[src/rtl/rng_pkg.sv]
// Shared types and defaults for the rng consumer front end.
// The reader FSM state encoding and the default word width, FIFO depth and
// warm-up length live here so the top and the FIFO agree on them.
package rng_pkg;

    localparam int RNG_WIDTH  = 64;
    localparam int RNG_DEPTH  = 4;
    localparam int RNG_WARMUP = 2;

    typedef logic [RNG_WIDTH-1:0] rng_word_t;

    typedef enum logic [1:0] {
        UNSEEDED = 2'd0,
        LOAD     = 2'd1,
        WARM     = 2'd2,
        RUN      = 2'd3
    } rng_rd_state_t;

    // Pointer width for a power-of-two FIFO; never narrower than one bit.
    function automatic int ptr_width(input int depth);
        return (depth > 1) ? $clog2(depth) : 1;
    endfunction

endpackage

[src/rtl/rng_fifo.sv]
// Small synchronous FIFO holding random words for the reader.
// Registered head: valid and data come straight from the storage array and
// the occupancy counter. A push into a full FIFO only succeeds when a pop
// frees the head slot in the same cycle; flush clears everything and wins
// over any push or pop issued alongside it.
module rng_fifo
    import rng_pkg::*;
#(
    parameter int WIDTH = RNG_WIDTH,
    parameter int DEPTH = RNG_DEPTH
) (
    input  logic                   clk,
    input  logic                   reset,
    input  logic                   push_i,
    input  logic [WIDTH-1:0]       data_i,
    input  logic                   pop_i,
    input  logic                   flush_i,
    output logic [WIDTH-1:0]       data_o,
    output logic                   valid_o,
    output logic                   full_o,
    output logic [$clog2(DEPTH):0] count_o
);

    localparam int PW = ptr_width(DEPTH);
    localparam int CW = $clog2(DEPTH) + 1;

    logic [PW-1:0]    wr_ptr_q;
    logic [PW-1:0]    wr_ptr_d;
    logic [PW-1:0]    rd_ptr_q;
    logic [PW-1:0]    rd_ptr_d;
    logic [CW-1:0]    count_q;
    logic [CW-1:0]    count_d;
    logic [WIDTH-1:0] mem_q [DEPTH];

    logic is_full;
    logic is_empty;
    logic do_push;
    logic do_pop;

    assign is_full  = (count_q == CW'(DEPTH));
    assign is_empty = (count_q == '0);
    assign do_pop   = pop_i && !is_empty;
    assign do_push  = push_i && (!is_full || do_pop);

    // Next pointers and occupancy; pointers wrap naturally because DEPTH is a power of two.
    always_comb begin
        wr_ptr_d = wr_ptr_q;
        rd_ptr_d = rd_ptr_q;
        count_d  = count_q;
        if (flush_i) begin
            wr_ptr_d = '0;
            rd_ptr_d = '0;
            count_d  = '0;
        end else begin
            if (do_push) begin
                wr_ptr_d = wr_ptr_q + 1'b1;
            end
            if (do_pop) begin
                rd_ptr_d = rd_ptr_q + 1'b1;
            end
            case ({do_push, do_pop})
                2'b10:   count_d = count_q + 1'b1;
                2'b01:   count_d = count_q - 1'b1;
                default: count_d = count_q;
            endcase
        end
    end

    // Pointer and occupancy registers.
    always_ff @(posedge clk or posedge reset) begin
        if (reset) begin
            wr_ptr_q <= '0;
            rd_ptr_q <= '0;
            count_q  <= '0;
        end else begin
            wr_ptr_q <= wr_ptr_d;
            rd_ptr_q <= rd_ptr_d;
            count_q  <= count_d;
        end
    end

    // Storage array; contents are only ever observed through a valid head, so no reset.
    always_ff @(posedge clk) begin
        if (do_push && !flush_i) begin
            mem_q[wr_ptr_q] <= data_i;
        end
    end

    assign valid_o = !is_empty;
    assign full_o  = is_full;
    assign count_o = count_q;
    assign data_o  = is_empty ? '0 : mem_q[rd_ptr_q];

endmodule

[src/rtl/rng_reader.sv]
// Consumer-side front end for the rng block.
// Loads a seed into the rng, throws away the first WARMUP outputs after each
// load, then buffers one fresh rng word per cycle into a small FIFO that a
// single downstream requester drains over valid/ready. The rng is never
// stalled: samples arriving while the FIFO is full are simply dropped.
// A seed request is honoured in every state; the cycle after it is spent in
// LOAD, which pulses loadseed to the rng and empties the FIFO so that no
// word from the previous seed survives past that cycle.
module rng_reader
    import rng_pkg::*;
#(
    parameter int WIDTH  = RNG_WIDTH,
    parameter int DEPTH  = RNG_DEPTH,
    parameter int WARMUP = RNG_WARMUP
) (
    input  logic                   clk,
    input  logic                   reset,
    input  logic                   seed_req_i,
    input  logic [WIDTH-1:0]       seed_val_i,
    output logic                   rng_loadseed_o,
    output logic [WIDTH-1:0]       rng_seed_o,
    input  logic [WIDTH-1:0]       rng_number_i,
    output logic                   rand_valid_o,
    input  logic                   rand_ready_i,
    output logic [WIDTH-1:0]       rand_data_o,
    output logic [$clog2(DEPTH):0] count_o,
    output logic                   seeded_o
);

    localparam int WCW = (WARMUP > 1) ? $clog2(WARMUP) : 1;

    rng_rd_state_t  state_q;
    rng_rd_state_t  state_d;
    logic [WIDTH-1:0] seed_q;
    logic [WIDTH-1:0] seed_d;
    logic           loadseed_q;
    logic           loadseed_d;
    logic           seeded_q;
    logic           seeded_d;
    logic [WCW-1:0] warm_cnt_q;
    logic [WCW-1:0] warm_cnt_d;

    logic fifo_push;
    logic fifo_pop;
    logic fifo_flush;
    logic fifo_full;

    // Sequencing: a seed request always restarts at LOAD, otherwise walk UNSEEDED/LOAD/WARM/RUN.
    always_comb begin
        state_d    = state_q;
        seed_d     = seed_q;
        loadseed_d = 1'b0;
        seeded_d   = seeded_q;
        warm_cnt_d = warm_cnt_q;
        if (seed_req_i) begin
            state_d    = LOAD;
            seed_d     = seed_val_i;
            loadseed_d = 1'b1;
            seeded_d   = 1'b1;
            warm_cnt_d = '0;
        end else begin
            case (state_q)
                UNSEEDED: begin
                    state_d = UNSEEDED;
                end
                LOAD: begin
                    state_d    = WARM;
                    warm_cnt_d = '0;
                end
                WARM: begin
                    if (warm_cnt_q == WCW'(WARMUP - 1)) begin
                        state_d = RUN;
                    end else begin
                        warm_cnt_d = warm_cnt_q + 1'b1;
                    end
                end
                RUN: begin
                    state_d = RUN;
                end
                default: begin
                    state_d = UNSEEDED;
                end
            endcase
        end
    end

    // Control registers; loadseed is registered so it is high exactly during LOAD.
    always_ff @(posedge clk or posedge reset) begin
        if (reset) begin
            state_q    <= UNSEEDED;
            seed_q     <= '0;
            loadseed_q <= 1'b0;
            seeded_q   <= 1'b0;
            warm_cnt_q <= '0;
        end else begin
            state_q    <= state_d;
            seed_q     <= seed_d;
            loadseed_q <= loadseed_d;
            seeded_q   <= seeded_d;
            warm_cnt_q <= warm_cnt_d;
        end
    end

    // Capture only in RUN; the FIFO itself refuses a push when full unless a pop frees a slot.
    assign fifo_push  = (state_q == RUN);
    assign fifo_pop   = rand_valid_o && rand_ready_i;
    assign fifo_flush = (state_q == LOAD);

    rng_fifo #(
        .WIDTH (WIDTH),
        .DEPTH (DEPTH)
    ) u_fifo (
        .clk     (clk),
        .reset   (reset),
        .push_i  (fifo_push),
        .data_i  (rng_number_i),
        .pop_i   (fifo_pop),
        .flush_i (fifo_flush),
        .data_o  (rand_data_o),
        .valid_o (rand_valid_o),
        .full_o  (fifo_full),
        .count_o (count_o)
    );

    assign rng_loadseed_o = loadseed_q;
    assign rng_seed_o     = seed_q;
    assign seeded_o       = seeded_q;

    // Full is handled inside the FIFO; it is kept as a named net for debug visibility.
    logic full_unused;
    assign full_unused = fifo_full;

endmodule

[config.mk]
export PLATFORM = sky130hd
export DESIGN_NAME = rng_reader
export DESIGN_NICKNAME = d
export VERILOG_FILES = /design/src/rtl/rng_pkg.sv /design/src/rtl/rng_fifo.sv /design/src/rtl/rng_reader.sv
export SDC_FILE = /design/constraint.sdc
export NUM_CORES = 1
export LEC_CHECK = 0
export CAP_MARGIN = 30
export CORE_MARGIN = 2
export CORE_UTILIZATION = 53
export CTS_BUF_LIST = sky130_fd_sc_hd__clkbuf_2
export DETAILED_ROUTE_END_ITERATION = 8
export GPL_ROUTABILITY_DRIVEN = 0
export GPL_TIMING_DRIVEN = 0
export PLACE_DENSITY_LB_ADDON = 0.08
export SKIP_LAST_GASP = 1
export SLEW_MARGIN = 20
export SYNTH_ARGS = -nofsm -noshare
export SYNTH_HDL_FRONTEND = slang
export SYNTH_HIERARCHICAL = 1
export SYNTH_SLANG_ARGS = --single-unit
[constraint.sdc]
create_clock -name clk -period 10.1 [get_ports clk]
set_clock_uncertainty 0.2 [all_clocks]
set_input_delay 1.01 -clock clk [delete_from_list [all_inputs] [get_ports clk]]
set_output_delay 1.01 -clock clk [all_outputs]
set_load 0.05 [all_outputs]
==> results.md <==
* Sw Share at 29.07%
* DR vias/cell at 5.276
* Clk root buf: clkbuf_2
* Worst Path Arrival at 3550 ps
* Routed wire per std cell at 19.93 um
* Nets at 1140
* Fill count at 1539
* Post-route DRC at 0
* Avg Inst Size Synth at 20.70 sq um
* I/O pins at 266
* Rows at 56
* Largest net degree at the start of global routing at 49
* CTS tree: done
* Crit Path Class: flip-flop to primary output
* Synthesized Nets at 757
* Gate Count Post-Synth at 620
* Sequential cell area at 9589 sq um
* Starting Density at 54.34%
* Setup WS pre-CTS at 5397 ps
* Req. time, crit path at 8890 ps
* Die height at 159.6 um
* Final period demand of the worst path at 4763 ps
* Clock share of power at 29.7%
* Setup crit end kind: primary output
* Final hold violations at 0
* RSZ-0062 raised after global routing: no
* Slew headroom at 50.47%
* First DRT Iteration DRCs at 367
* Post-CTS Setup Bufs at 0
* Die area at 25470 sq um
* DRT Pass-1 Iters at 5
* Int Pwr at 2.114 mW
* Type of origin of the critical path: flip-flop
* Crit path max fanout at 10
* Setup violators final at 0
* Die X-Extent at 159.6 um
* Post-CTS sizing at 0
* Layout cells sized above 1 at 30.12%
* Hold buffers post-CTS at 0
* Period Utilization, post-route at 47.16%
* GR Util All Layers at 22.28%
* P&R area growth vs syn at 32.55%
* Number of global-route vias before repair at 8071
* Total CTS buffers at 81
* H-tree levels at 3
* Setup ws final at 5337 ps
* Leak pwr at 6.094 nW
* Tot Pwr at 2.980 mW
* Clock sinks at 332
* Fmax at 0.2100 GHz
* Multi-input combinational cell area at 3025 sq um
* Sequential power share at 52.4%
* Pwr/cell area at 175.2 nW/um^2
* Finished Core Util at 72.03%
* Maximum clock path buffer count at 3
* Worst-Margin Slew at 739.7 ps
* ANT nets after route at 0
* Status: finished, final reports clean
* Switching power at 866.3 uW
* IO buf count at 265
* Worst-path clk slew at 110 ps
* Global-route wire length before repair at 43570 um
* Total of max-cap violations at 0
* Setup TNS at 0 ps
* Final Slew Violations at 0
* Logic pwr share at 17.9%
* Grt total ovfl at 0
* Worst vdd ir at 118.4 uV
* Synthesized area at 12830 sq um
* Total core area at 23610 sq um
* Final wirelength at 27700 um
* Hpwl dp at 19280 um
* Hold Path Class: flip-flop to flip-flop
* Antenna violations before repair at 2
* Synthesis warning total at 6
* Later-pin clock latency in the skew report at 810 ps
* Vias at 7333
[registers in the layout (all words and copies together) (netlist names)]
register,cells
u_fifo/mem_q,256
rng_seed_o,64
u_fifo/count_o,3
state_q,2
u_fifo/rd_ptr_q,2
u_fifo/wr_ptr_q,2
rng_loadseed_o,1
seeded_o,1
warm_cnt_q,1
[final timing paths]
path | from | end | slack, ps | cells past startpoint
max | u_fifo/count_o[0]$_DFFE_PP0P_ | rand_data_o[43] | 5340 | 6
min | seeded_o$_DFFE_PP0P_ | seeded_o$_DFFE_PP0P_ | 280 | 1
max reg2reg | u_fifo/count_o[0]$_DFFE_PP0P_ | u_fifo/mem_q[2][43]$_DFFE_PP_ | 5550 | 14
min reg2reg | seeded_o$_DFFE_PP0P_ | seeded_o$_DFFE_PP0P_ | 280 | 1
max in group asynchronous | reset | rng_seed_o[15]$_DFFE_PP0P_ | 8810 | 3
min in group asynchronous | reset | seeded_o$_DFFE_PP0P_ | 340 | 2
[layout by cell type (no fill, tap or decap), types with 2 or more instances in the layout]
cell and n:
edfxtp_1 256, mux2_4 7, diode_2 2, dfrtp_1 76
nand2b_1 6, clkinv_2 6, o21ai_0 2, and2_1 66
inv_1 4, clkbuf_1 9, clkinv_1 22, mux2i_1 2
mux2_2 58, clkbuf_2 115, buf_6 19, buf_2 15
xor2_1 2, a31oi_1 2, nor3b_2 4, nor2b_1 2
bufinv_16 2, buf_4 25, clkdlybuf4s50_1 265, mux4_2 64
ha_1 4, nor2_1 10
[power by group through the flow]
| stage | clock (mW) | combinational (mW) | sequential, mW |
|---|---|---|---|
| after floorplan | 0 | 0.218 | 1.69 |
| after global placement | 0 | 0.515 | 1.60 |
| after detailed placement | 0 | 0.536 | 1.59 |
| after CTS | 0.920 | 0.538 | 1.56 |
| after global routing | 0.996 | 0.558 | 1.57 |
| final | 0.887 | 0.532 | 1.56 |
[worst max-delay path: stages (launching register included)]
cell	delay, ps
dfrtp_1	420
buf_4	190
or3_1	190
buf_2	300
clkbuf_1	520
and2_1	230
clkdlybuf4s50_1	870
[final cells by class]
type | instances | share of cell area, %
flip-flops and latches | 332 | 56.38
multi-input cells | 249 | 17.79
repair buffers | 300 | 17.48
clock buffers | 115 | 3.384
well taps | 319 | 2.347
plain buffers | 34 | 1.280
clock inverters | 34 | 1.184
inverters | 5 | 0.1251
diodes | 2 | 0.02943
[metal layers]
metal  track usage [%]  vias up  wire, um
li1                  -     3259         -
met1             26.22     3712     10400
met2             38.17      322     14370
met3             7.450       40      2384
met4             8.471        0       535
met5                 0        -         0
[metrics by stage]
step	hold slack [ps]	cell area [sq um]	instances
2_1_floorplan	272.6	12830	620
3_3_place_gp	251.7	15880	1204
3_5_place_dp	261.9	16230	1239
4_1_cts	266.9	17000	1388
5_1_grt	299.9	17010	1390
6_report	283.1	17010	1390
Power figures use the tool's default switching activity.
